File: src/rtl/light_seq_pkg.sv
// Shared types and constants for the Red Light / Green Light phase sequencer.
package light_seq_pkg;

  // Light phase; IDLE means no game is running.
  typedef enum logic [1:0] {
    ST_IDLE  = 2'd0,
    ST_GREEN = 2'd1,
    ST_WARN  = 2'd2,
    ST_RED   = 2'd3
  } state_t;

  // Width and saturation point of the completed-round counter.
  localparam int          ROUND_W   = 8;
  localparam logic [7:0]  ROUND_MAX = 8'd255;

  // Bit offset of the RED duration field inside the LFSR word.
  localparam int          RED_FIELD_OFS = 8;

  // Observability bundle: current phase plus the two timers' key conditions.
  typedef struct packed {
    state_t state;
    logic   phase_zero;
    logic   grace_expire;
  } seq_dbg_t;

endpackage

File: src/rtl/light_sequencer_phase_timer.sv
// Loadable down-counter. Load wins over tick; the count parks at zero.
// expire flags the tick that takes the count from 1 to 0.
module phase_timer #(
  parameter int W = 8
) (
  input  logic         clk,
  input  logic         reset,
  input  logic         load,
  input  logic [W-1:0] load_val,
  input  logic         tick,
  output logic [W-1:0] cnt,
  output logic         expire
);

  // Count register: load, else decrement on tick while non-zero.
  always_ff @(posedge clk or negedge reset) begin
    if (!reset) begin
      cnt <= '0;
    end else if (load) begin
      cnt <= load_val;
    end else if (tick && (cnt != '0)) begin
      cnt <= cnt - W'(1);
    end
  end

  assign expire = tick && (cnt == W'(1));

endmodule

File: src/rtl/light_sequencer.sv
// Red Light / Green Light phase sequencer: GREEN -> WARN -> RED -> GREEN with
// LFSR-randomised GREEN and RED lengths, a grace window at the start of RED,
// and a saturating count of completed RED phases.
// Handshake note: there is no valid/ready flow here; start is a one-cycle
// request honoured only in IDLE, stop is a level that wins over everything,
// and tick is a one-cycle timebase enable.
module light_sequencer
  import light_seq_pkg::*;
#(
  parameter int CNT_W           = 8,
  parameter int MIN_GREEN       = 4,
  parameter int GREEN_RAND_BITS = 3,
  parameter int MIN_RED         = 3,
  parameter int RED_RAND_BITS   = 3,
  parameter int WARN_TICKS      = 2,
  parameter int GRACE_TICKS     = 1
) (
  input  logic               clk,
  input  logic               reset,
  input  logic [15:0]        rnd,
  input  logic               tick,
  input  logic               start,
  input  logic               stop,
  output logic               green,
  output logic               warn,
  output logic               red,
  output logic               red_onset,
  output logic               check_en,
  output logic [ROUND_W-1:0] round_cnt,
  output seq_dbg_t           dbg
);

  localparam int GRACE_W = (GRACE_TICKS < 2) ? 2 : $clog2(GRACE_TICKS + 1);

  if (MIN_GREEN + (2 ** GREEN_RAND_BITS) - 1 >= (2 ** CNT_W)) begin : g_bad_green
    $error("light_sequencer: GREEN load range exceeds CNT_W");
  end
  if (MIN_RED + (2 ** RED_RAND_BITS) - 1 >= (2 ** CNT_W)) begin : g_bad_red
    $error("light_sequencer: RED load range exceeds CNT_W");
  end
  if (GRACE_TICKS >= MIN_RED) begin : g_bad_grace
    $error("light_sequencer: GRACE_TICKS must be below MIN_RED");
  end

  state_t             state, state_next;
  logic               phase_load, grace_load;
  logic [CNT_W-1:0]   phase_val, phase_cnt;
  logic [GRACE_W-1:0] grace_val, grace_cnt;
  logic               phase_expire, grace_expire;
  logic               clr_round, inc_round;
  logic [CNT_W-1:0]   green_len, red_len;
  logic               rnd_unused;

  // Only a handful of rnd bits feed the length fields.
  assign rnd_unused = ^rnd;

  assign green_len = CNT_W'(MIN_GREEN) + CNT_W'(rnd[GREEN_RAND_BITS-1:0]);
  assign red_len   = CNT_W'(MIN_RED)
                   + CNT_W'(rnd[RED_FIELD_OFS+RED_RAND_BITS-1:RED_FIELD_OFS]);

  phase_timer #(.W(CNT_W)) u_phase (
    .clk      (clk),
    .reset    (reset),
    .load     (phase_load),
    .load_val (phase_val),
    .tick     (tick),
    .cnt      (phase_cnt),
    .expire   (phase_expire)
  );

  phase_timer #(.W(GRACE_W)) u_grace (
    .clk      (clk),
    .reset    (reset),
    .load     (grace_load),
    .load_val (grace_val),
    .tick     (tick),
    .cnt      (grace_cnt),
    .expire   (grace_expire)
  );

  // State register.
  always_ff @(posedge clk or negedge reset) begin
    if (!reset) state <= ST_IDLE;
    else        state <= state_next;
  end

  // Next-state and timer-load decode; stop overrides every transition.
  always_comb begin
    state_next = state;
    phase_load = 1'b0;
    phase_val  = '0;
    grace_load = 1'b0;
    grace_val  = '0;
    clr_round  = 1'b0;
    inc_round  = 1'b0;
    if (stop) begin
      state_next = ST_IDLE;
      phase_load = 1'b1;
      grace_load = 1'b1;
    end else begin
      case (state)
        ST_IDLE: if (start) begin
          state_next = ST_GREEN;
          phase_load = 1'b1;
          phase_val  = green_len;
          clr_round  = 1'b1;
        end
        ST_GREEN: if (phase_expire) begin
          state_next = ST_WARN;
          phase_load = 1'b1;
          phase_val  = CNT_W'(WARN_TICKS);
        end
        ST_WARN: if (phase_expire) begin
          state_next = ST_RED;
          phase_load = 1'b1;
          phase_val  = red_len;
          grace_load = 1'b1;
          grace_val  = GRACE_W'(GRACE_TICKS);
        end
        ST_RED: if (phase_expire) begin
          state_next = ST_GREEN;
          phase_load = 1'b1;
          phase_val  = green_len;
          inc_round  = 1'b1;
        end
        default: state_next = ST_IDLE;
      endcase
    end
  end

  // Red-onset pulse: high for the first cycle spent in RED.
  always_ff @(posedge clk or negedge reset) begin
    if (!reset) red_onset <= 1'b0;
    else        red_onset <= (state_next == ST_RED) && (state != ST_RED);
  end

  // Completed-round counter: cleared at game start, saturates, held on stop.
  always_ff @(posedge clk or negedge reset) begin
    if (!reset)                                   round_cnt <= '0;
    else if (clr_round)                           round_cnt <= '0;
    else if (inc_round && round_cnt != ROUND_MAX) round_cnt <= round_cnt + 8'd1;
  end

  // Light and check outputs decoded straight from registered state.
  always_comb begin
    green    = (state == ST_GREEN);
    warn     = (state == ST_WARN);
    red      = (state == ST_RED);
    check_en = (state == ST_RED) && (grace_cnt == '0);
  end

  assign dbg.state        = state;
  assign dbg.phase_zero   = (phase_cnt == '0);
  assign dbg.grace_expire = grace_expire;

endmodule

File: config.mk
export PLATFORM = sky130hd
export DESIGN_NAME = light_sequencer
export DESIGN_NICKNAME = d
export VERILOG_FILES = /design/src/rtl/light_seq_pkg.sv /design/src/rtl/light_sequencer_phase_timer.sv /design/src/rtl/light_sequencer.sv
export SDC_FILE = /design/constraint.sdc
export NUM_CORES = 1
export LEC_CHECK = 0
export CELL_PAD_IN_SITES_DETAIL_PLACEMENT = 0
export CELL_PAD_IN_SITES_GLOBAL_PLACEMENT = 1
export CORE_MARGIN = 3
export CORE_UTILIZATION = 32
export DETAILED_ROUTE_END_ITERATION = 12
export GPL_TIMING_DRIVEN = 0
export PLACE_DENSITY = 0.85
export SETUP_SLACK_MARGIN = 0.4
export SLEW_MARGIN = 5
export SYNTH_ARGS = -nofsm -noshare
export SYNTH_HDL_FRONTEND = slang
export SYNTH_SLANG_ARGS = --single-unit
export TNS_END_PERCENT = 20
File: constraint.sdc
create_clock -name clk -period 2 [get_ports clk]
set_input_delay 0.2 -clock clk [delete_from_list [all_inputs] [get_ports clk]]
set_output_delay 0.2 -clock clk [all_outputs]
set_load 0.1 [all_outputs]
==> results of run 1 <==
==> area by class of cell <==
class,instances,area (um2),share of cell area
well taps,50,62.6,0.0318
multi-input cells,120,931,0.474
inverters,9,37.5,0.0191
repair buffers,33,310,0.158
clock buffers,4,45.0,0.0229
flip-flops and latches,21,542,0.276
plain buffers,5,37.5,0.0191
==> per-stage QoR <==
| stage | util | setup WS, ns | cell area (um2) |
|---|---|---|---|
| after CTS | 0.465 | 0.0780 | 1910 |
| after detailed placement | 0.441 | -0.601 | 1820 |
| after global routing | 0.478 | 0.0381 | 1970 |
| after floorplan | - | -0.0274 | 1490 |
| final | 0.478 | 0.0777 | 1970 |
| after global placement | 0.441 | -0.590 | 1820 |
==> power breakdown <==
part / switching, uW / internal, uW / leakage [uW]
Sequential: 49.3 / 459 / 0.000272
Clock: 146 / 142 / 0.0000228
Combinational: 348 / 258 / 0.000560
==> cells by family (layout without fill, tap and decap cells) <==
family,Yosys count,in the layout,synth area share
fa+ha+maj,7,7,0.0621
simple gates,67,67,0.260
compound gates,31,31,0.169
buf+inv,14,51,0.0408
mux,2,2,0.0142
xor+xnor,13,13,0.0807
flops,21,21,0.373
==> sequential cells by signal, indices dropped and copies added, names as in the netlist <==
signal,cells
u_phase.cnt,8
round_cnt,8
u_grace.cnt,2
state,2
red_onset,1
==> critical path, cell delays in order, from the launching register on <==
cell     delay, ns
dfrtp_1       0.39
inv_2         0.11
ha_4          0.14
or4b_4        0.48
o21a_4        0.24
or2_4         0.25
o22a_1        0.20
==> cells in the final DEF (no fill, tap or decap), types with 3 or more instances in the layout <==
| cell type | count |
|---|---|
| a211oi_1 | 3 |
| a21oi_1 | 5 |
| buf_2 | 3 |
| buf_4 | 9 |
| clkbuf_8 | 4 |
| clkdlybuf4s50_1 | 9 |
| dfrtp_1 | 12 |
| dfrtp_2 | 7 |
| dlygate4sd2_1 | 10 |
| ha_1 | 6 |
| inv_1 | 6 |
| nand2_1 | 11 |
| nand3_1 | 7 |
| nor2_1 | 25 |
| o21ai_0 | 4 |
| xnor2_1 | 6 |
| xor2_1 | 7 |
==> path summary, 6_finish.rpt <==
check	to
min in group asynchronous	round_cnt[5]
worst min register to register	round_cnt[6]
worst min-delay path	red_onset
worst max-delay path	u_phase.cnt[0]
max in group asynchronous	state[1]
worst max register to register	u_phase.cnt[0]
==> routing by layer <==
layer | vias up | routed length [um] | track usage
met5 | - | 0 | 0
met4 | 0 | 47 | 0.0430
met3 | 5 | 154 | 0.0402
met2 | 28 | 1580 | 0.207
met1 | 566 | 1500 | 0.192
li1 | 616 | - | -
==> repair_timing <==
item,CTS,global route
setup endpoints to repair,35,37
gates cloned,0,0
hold endpoints to repair,0,0
gates resized for setup,61,6
pin swaps,1,7
setup buffers,5,2
hold buffers,0,0
==> results.sh, run 1 <==
export IMPL_outcome="finished, final reports clean"
export IMPL_cts_buffers=3
export IMPL_whs_ns=0.352
export IMPL_rr_worst_depth=6
export IMPL_via_count=1215
export IMPL_worst_r2r_setup_slack_ns=0.08
export IMPL_post_route_drc_count=0
export IMPL_fillers=400
export IMPL_finalHoldViolCount=0
export IMPL_setup_tns_ns=0
export IMPL_clock_path_buffers=2
export IMPL_initial_utilization=0.343
export IMPL_synth_area_um2=1410
export IMPL_hold_path_class="in -> reg"
export IMPL_numClockSinks=21
export IMPL_rr_startpoint="u_phase.cnt[1]"
export IMPL_start_kind="register"
export IMPL_synth_cell_types=42
export IMPL_coreArea_um2=4120
export IMPL_async_flop_share=1.00
export IMPL_numPortBuffers=26
export IMPL_drive_above_1_share=0.292
export IMPL_p_leak_uw=0.000855
export IMPL_htree_levels=1
export IMPL_clkLatencyLatePin_ns=0.27
export IMPL_cts_tree="done"
export IMPL_root_buffer="clkbuf_8"
export IMPL_yosys_warnings=0
export IMPL_arrival_ns=2.08
export IMPL_gr_total_overflow=0
export IMPL_power_total_uw=1400
export IMPL_setup_viol=0
export IMPL_finalMaxSlewViolations=0
export IMPL_area_growth_syn_to_layout_pct=39.4
export IMPL_worst_ep_required_time_ns=2.16
export IMPL_ys_ff_latch=21
export IMPL_rsz0062_at_grt="yes"
export IMPL_die_width_um=72.4
export IMPL_hp_start="stop"
export IMPL_worst_setup_path_type="reg -> reg"
export IMPL_path_clk_slew_ns=0.08
export IMPL_postSynthAreaPerCell_um2=9.10
export IMPL_finalClockSkew_ns=0.00332
export IMPL_worst_pin_slew_ns=0.967
export IMPL_cp_max_fo=4
export IMPL_nNetsFinal=221
export IMPL_synth_edf_count=0
export IMPL_grt_pass1_wl_mm=5.60
export IMPL_syn_inst=155
export IMPL_yosysMostFrequentCell="nor2_1"
export IMPL_antenna_found_initial=0
export IMPL_crit_path_start="u_phase.cnt[1]"
export IMPL_stdcell_count=242
export IMPL_ys_seq_area_frac=0.373
export IMPL_synth_top_cell_area_share=0.373
export IMPL_min_period_ns=1.92
export IMPL_firstDrtPassIters=4
export IMPL_dieArea_um2=5240
export IMPL_wl_mm=3.28
export IMPL_drt_iter0_markers=60
export IMPL_grt_pass1_vias=1152
export IMPL_max_vdd_ir_drop_v=0.000267
export IMPL_synth_largest_area_cell="dfrtp_1"
export IMPL_final_antenna_net_count=0
export IMPL_maxCapViolCount=0
export IMPL_synth_commonest_cells="nor2_1 (26), dfrtp_1 (21), nand2_1 (12)"
export IMPL_ioPinCount=38
export IMPL_wl_per_cell_um=13.6
export IMPL_synth_area_top_cells="dfrtp_1 (37%), nor2_1 (6.9%), ha_1 (6.2%), xor2_1 (4.3%), xnor2_1 (3.7%)"
export IMPL_end_kind="register"
export IMPL_track_usage=0.138
export IMPL_hpwl_mm=2.35
export IMPL_gp_congestion=0.781
export IMPL_powerDensity_nw_per_um2=713
export IMPL_std_cell_rows=23
export IMPL_die_y_um=72.4
export IMPL_diodes=0
export IMPL_period_share=0.961
export IMPL_max_freq_mhz=520
export IMPL_vias_per_cell=5.02
export IMPL_synth_ff_type="dfrtp_1"
export IMPL_synth_nets=183
export IMPL_dp_cells=231
export IMPL_hold_path_depth=2
export IMPL_relSlewSlack=0.358
export IMPL_grt_max_degree=22
(Power assumes the default switching activity.)
==> run 2, diff against run 1 <==
CORE_UTILIZATION = 38   (was 32)
PLACE_DENSITY = 0.94   (was 0.85)
clock period = 2.4 ns   (was 2 ns; I/O delays follow)
==> run 2 against run 1 <==
Net effect: critical path depth fell by 5; count of clock-buffer cells in the layout did not move; die area down 15%; largest power group is now sequential cells; highest routed layer unchanged.
==> results.sh, run 2 (synthesis gave the netlist of run 1 again) <==
export IMPL_outcome="finished, final reports clean"
export IMPL_finalClockSkew_ns=0.00354
export IMPL_hpwl_mm=2.34
export IMPL_powerDensity_nw_per_um2=585
export IMPL_firstDrtPassIters=4
export IMPL_finalMaxSlewViolations=0
export IMPL_dp_cells=227
export IMPL_maxCapViolCount=0
export IMPL_cts_buffers=3
export IMPL_initial_utilization=0.410
export IMPL_sw_frac_of_total=0.392
export IMPL_hp_start="stop"
export IMPL_worst_setup_path_type="reg -> out"
export IMPL_ioPinCount=38
export IMPL_gp_congestion=0.856
export IMPL_cts_tree="done"
export IMPL_vias_per_cell=5.22
export IMPL_largest_registers="round_cnt: 8 flops, u_phase.cnt: 8 flops"
export IMPL_crit_path_start="round_cnt[2]"
export IMPL_worst_pin_slew_ns=0.973
export IMPL_wl_per_cell_um=13.3
export IMPL_post_route_drc_count=0
export IMPL_die_width_um=66.9
export IMPL_grt_max_degree=22
export IMPL_end_kind="primary output"
export IMPL_max_vdd_ir_drop_v=0.000267
export IMPL_final_antenna_net_count=0
export IMPL_clkLatencyLatePin_ns=0.26
export IMPL_area_growth_syn_to_layout_pct=26.5
export IMPL_rr_worst_depth=6
export IMPL_hold_path_depth=2
export IMPL_numClockSinks=21
export IMPL_setup_tns_ns=0
export IMPL_clkPwrFrac=0.220
export IMPL_root_buffer="clkbuf_8"
export IMPL_worst_ep_required_time_ns=2.16
export IMPL_crit_buf_inv=1
export IMPL_p_leak_uw=0.000774
export IMPL_start_kind="register"
export IMPL_grt_pass1_wl_mm=5.42
export IMPL_slowest_delay_ns=1.17
export IMPL_final_common_cell="nor2_1"
export IMPL_whs_ns=0.380
export IMPL_gr_total_overflow=0
export IMPL_layout_common_cells="nor2_1 (25), clkdlybuf4s50_1 (18), dfrtp_1 (17)"
export IMPL_dieArea_um2=4480
export IMPL_std_cell_rows=21
export IMPL_numPortBuffers=26
export IMPL_wl_mm=3.07
export IMPL_coreArea_um2=3440
export IMPL_via_count=1206
export IMPL_worst_r2r_setup_slack_ns=0.41
export IMPL_die_y_um=66.9
export IMPL_drive_above_1_share=0.178
export IMPL_rr_startpoint="u_phase.cnt[0]"
export IMPL_stdcell_count=231
export IMPL_cp_max_fo=6
export IMPL_grt_pass1_vias=1201
export IMPL_max_freq_mhz=474
export IMPL_path_clk_slew_ns=0.07
export IMPL_relSlewSlack=0.349
export IMPL_post_cts_buffers=0
export IMPL_period_share=0.879
export IMPL_setup_viol=0
export IMPL_intPower_uw=635
export IMPL_min_to="state[1]"
export IMPL_cts_hold_buf=0
export IMPL_finalHoldViolCount=0
export IMPL_crit_slowest_cell="clkdlybuf4s50_1"
export IMPL_utilization=0.518
export IMPL_arrival_ns=1.87
export IMPL_track_usage=0.156
export IMPL_reg2reg_to="u_phase.cnt[1]"
export IMPL_clock_path_buffers=2
export IMPL_comb_power_share=0.378
export IMPL_antenna_found_initial=0
export IMPL_seqPwrFrac=0.402
export IMPL_htree_levels=1
export IMPL_nNetsFinal=214
export IMPL_diodes=0
export IMPL_min_period_ns=2.11
export IMPL_crit_chain="clkdlybuf4s50_1"
export IMPL_rsz0062_at_grt="yes"
export IMPL_drt_iter0_markers=55
export IMPL_power_switching_uw=409
export IMPL_hold_path_class="in -> reg"
export IMPL_cpLargestDelayFamily="buffers and inverters"
## run 2: changes by cell type in the layout (fill, tap and decap cells not counted), sizes merged
cell           before  now
clkdlybuf4s18       0    1
clkdlybuf4s50       9   18
dlymetal6s2s        0    1
clkbuf              7    9
dlygate4sd2        10    2
buf                16    4
## run 2: what timing repair did
action                     4_1_cts  5_1_grt
setup endpoints to repair       16       21
hold endpoints to repair         0        0
resized for setup               21        9
## run 2: metrics by stage
stage               setup WS (ns)  area, um2  total power [uW]
detailed placement         -0.177       1750               831
finish                      0.290       1780              1040
CTS                         0.243       1780              1050
global placement           -0.165       1750               817
floorplan                   0.200       1440               728
global route                0.222       1780              1100
## run 2: worst max-delay path by stage
stage,endpoint,slack [ns],depth (start not counted)
floorplan,round_cnt[3],0.20,6
detailed placement,dbg[1],-0.18,5
global route,round_cnt[2],0.22,1
finish,round_cnt[2],0.29,1
global placement,dbg[1],-0.16,5
CTS,dbg[1],0.24,5
## run 2: layout make-up
type,instances,area (um2)
Fill cell,324,1660
Buffer,5,26.3
Multi-Input combinational cell,120,845
Tap cell,46,57.6
Timing Repair Buffer,26,243
Clock buffer,4,45.0
Sequential cell,21,531
Inverter,9,37.5
## run 2: per-layer routing
metal  vias to the layer above  global-route usage  wire, um
met5                         -                   0         0
met4                         0              0.0405        27
met3                         4              0.0236       136
met2                        26               0.259      1480
met1                       568               0.210      1420
li1                        608                   -         -
## run 2: power groups by stage
stage	Combinational (uW)	Clock (uW)	Sequential, uW
after floorplan	290	0	438
after global placement	392	0	425
after detailed placement	403	0	428
after CTS	394	235	420
after global routing	430	248	426
final	394	230	420
==> patch: new RTL, flow settings as in run 1 <==
Set the package constant `ROUND_W` to 9 (it was 8).
--- a/src/rtl/light_seq_pkg.sv
+++ b/src/rtl/light_seq_pkg.sv
@@ -10,7 +10,7 @@
   } state_t;
 
   // Width and saturation point of the completed-round counter.
-  localparam int          ROUND_W   = 8;
+  localparam int          ROUND_W   = 9;
   localparam logic [7:0]  ROUND_MAX = 8'd255;
 
   // Bit offset of the RED duration field inside the LFSR word.
Ports: changed (resized round_cnt); port bits go from 38 to 39. The function was not compared with the original's and may differ.
==> patch against run 1 <==
The run now ends with setup timing left; total power is 11% higher; wire length rose by 22%; synthesized cell count is 5.8% higher; sequential power is 2% higher; first-iteration DRC count grew 45%; worst setup slack got worse by 0.094 ns; sequential cell count rose by 1; final area grew 11%; synthesized area up 1.2%; utilization is 5.0 points higher; critical path type unchanged.
==> patch: results (changes against run 1) <==
Place
  – DPL Wire Length: 2.522 mm (+7.1%)
  – Gp weighted congestion: 0.7882 (+0.97%)
  – Placed inst area: 1812 sq um (-0.28%)
  – PortBufs: 28 (+7.7%)
  – Setup WS pre-CTS: -0.5273 ns (+0.07402 ns)

Finish
  – Fillers: 383 (-4.3%)
  – Layout cells sized above 1: 43.60% (+14 points)
  – ANT cells: 0 (unchanged)
  – Max reg flops: 9
  – Nets: 241 (+9.0%)
  – Regs by FF count: round_cnt: 9 flops, u_phase.cnt: 8 flops

Global route
  – Total track usage: 14.47% (+0.66 points)
  – Initial antenna violation count: 0 (unchanged)
  – GR Util met1: 19.59% (+0.41 points)
  – Vias in the first global route: 1,316 (+14%)
  – First-pass GRT wire length: 6.147 mm (+9.7%)
  – Pin count of the biggest net entering global routing: 23 (+4.5%)
  – Grt met3 use: 2.204% (-1.8 points)
  – GR Layer Usage met2: 24.25% (+3.5 points)

Drt
  – WL final: 4.009 mm (+22%)
  – Via count: 1,410 (+16%)
  – Iteration-0 DRC Markers: 87 (+45%)
  – DR vias/cell: 5.402 (+7.6%)
  – First-pass DRT Iterations: 4 (unchanged)

STA
  – Final setup viols: 1 (+1)
  – Final Skew: 0.005052 ns (+0.001729 ns)
  – Post-Route Setup TNS: -0.01629 ns (-0.01629 ns)
  – Worst Slack Setup Final: -0.01629 ns (-0.09403 ns)
  – Worst Max-Slew Pin Slew: 1.021 ns (+0.05371 ns)

Worst setup path
  – Max stage delay cell, worst path: or4_4
  – CP Data Arrival Time: 2.21 ns (+0.13 ns)
  – Worst path max stage delay: 0.61 ns (+0.13 ns)
  – Worst-path fanout max: 5 (+1)

Run status
  – Failing checks: setup timing
  – Status: finished with violations

Hold path
  – HP Class: primary input to async pin

Power
  – Worst vdd ir: 344.2 uV (+29%)
  – P_leak: 0.9273 nW (+8.5%)

Synthesis
  – Ys async rst share: 100.0% (unchanged)
  – Yosys warns: 0 (unchanged)
  – Synth cell count leaders: 23 x nor2_1, 22 x dfrtp_1, 17 x nand2_1
  – Syn_nets: 193 (+5.5%)
  – Sequential area share after synthesis: 38.60% (+1.3 points)
  – Cells after Synth: 164 (+5.8%)
  – Synth top area cells: dfrtp_1 39%, ha_1 7.0%, nor2_1 6.1%
  – Unique masters post-synth: 44 (+4.8%)

Clock network
  – CTS clock-pin slew for the worst setup and hold paths: roughly 0.09 ns
  – Clk root buf: clkbuf_8
  – CTS Buf Count: 3 (unchanged)
  – Clock latency on the worst-skew pair: 0.26 ns
  – Max Root-Sink Buffers: 2 (unchanged)
  – H-tree lvl count: 1 (unchanged)
patch: cell count changes after synthesis, sizes merged, moves of 3 or more:
cell / run 1 / this run
nand2: 12 / 17
nor3: 1 / 5
nand3: 7 / 4
a2111oi: 3 / 0
nor2: 27 / 23
patch: worst paths after layout:
| path | startpoint | end | slack (ns) | depth (start not counted) |
|---|---|---|---|---|
| max in group asynchronous | reset | state[1] | 0.78 | 1 |
| min in group clk | tick | u_phase.cnt[7] | 0.51 | 4 |
| min reg2reg | u_phase.cnt[1] | u_phase.cnt[1] | 0.56 | 1 |
| max | u_phase.cnt[4] | u_phase.cnt[7] | -0.02 | 4 |
| min | reset | u_phase.cnt[1] | 0.49 | 1 |
| max reg2reg | u_phase.cnt[4] | u_phase.cnt[7] | -0.02 | 4 |
patch: final cells by class:
type	instances	area, sq um	share of cell area [%]
multi-input cells	129	1066	48.77
flip-flops and latches	22	564.3	25.82
repair buffers	43	375.4	17.17
well taps	50	62.56	2.862
clock buffers	4	55.05	2.519
plain buffers	5	32.53	1.488
inverters	8	30.03	1.374
patch: worst reg2reg max path, stage by stage, from the launching register on:
cell and delay [ns]:
dfrtp_2 0.45, or4_4 0.61, or4_4 0.44, or3_1 0.32, a21oi_1 0.14
patch: cell families (layout without fill, tap and decap cells):
logic type	after synthesis	after routing	share of synthesized area [%]
simple gates	80	80	29.39
compound gates	28	28	13.16
flops	22	22	38.60
buf+inv	13	60	3.684
xor+xnor	12	12	7.368
fa+ha+maj	8	8	7.018
mux	1	1	0.7894
patch: repair_timing:
item                                    CTS  global route
setup buffers                             9             6
pin swaps                                 6            21
resized for setup                        69            71
endpoints found under the setup margin   40            37
patch: metal layers:
layer / wire, um / share of wire (%)
met1: 1834 / 46
met2: 1979 / 49
met3: 156 / 3.9
met4: 39 / 0.97
met5: 0 / 0
patch: report_power, final:
| part | internal [mW] | switching [mW] | total, mW |
|---|---|---|---|
| combinational | 0.305 | 0.409 | 0.714 |
| clock | 0.175 | 0.147 | 0.322 |
| sequential | 0.478 | 0.0423 | 0.520 |
patch: metrics by stage:
step / util (%) / power, mW
CTS: 48.10 / 1.417
global route: 52.75 / 1.639
floorplan: - / 0.9052
detailed placement: 43.72 / 1.028
global placement: 43.72 / 1.027
finish: 52.75 / 1.556
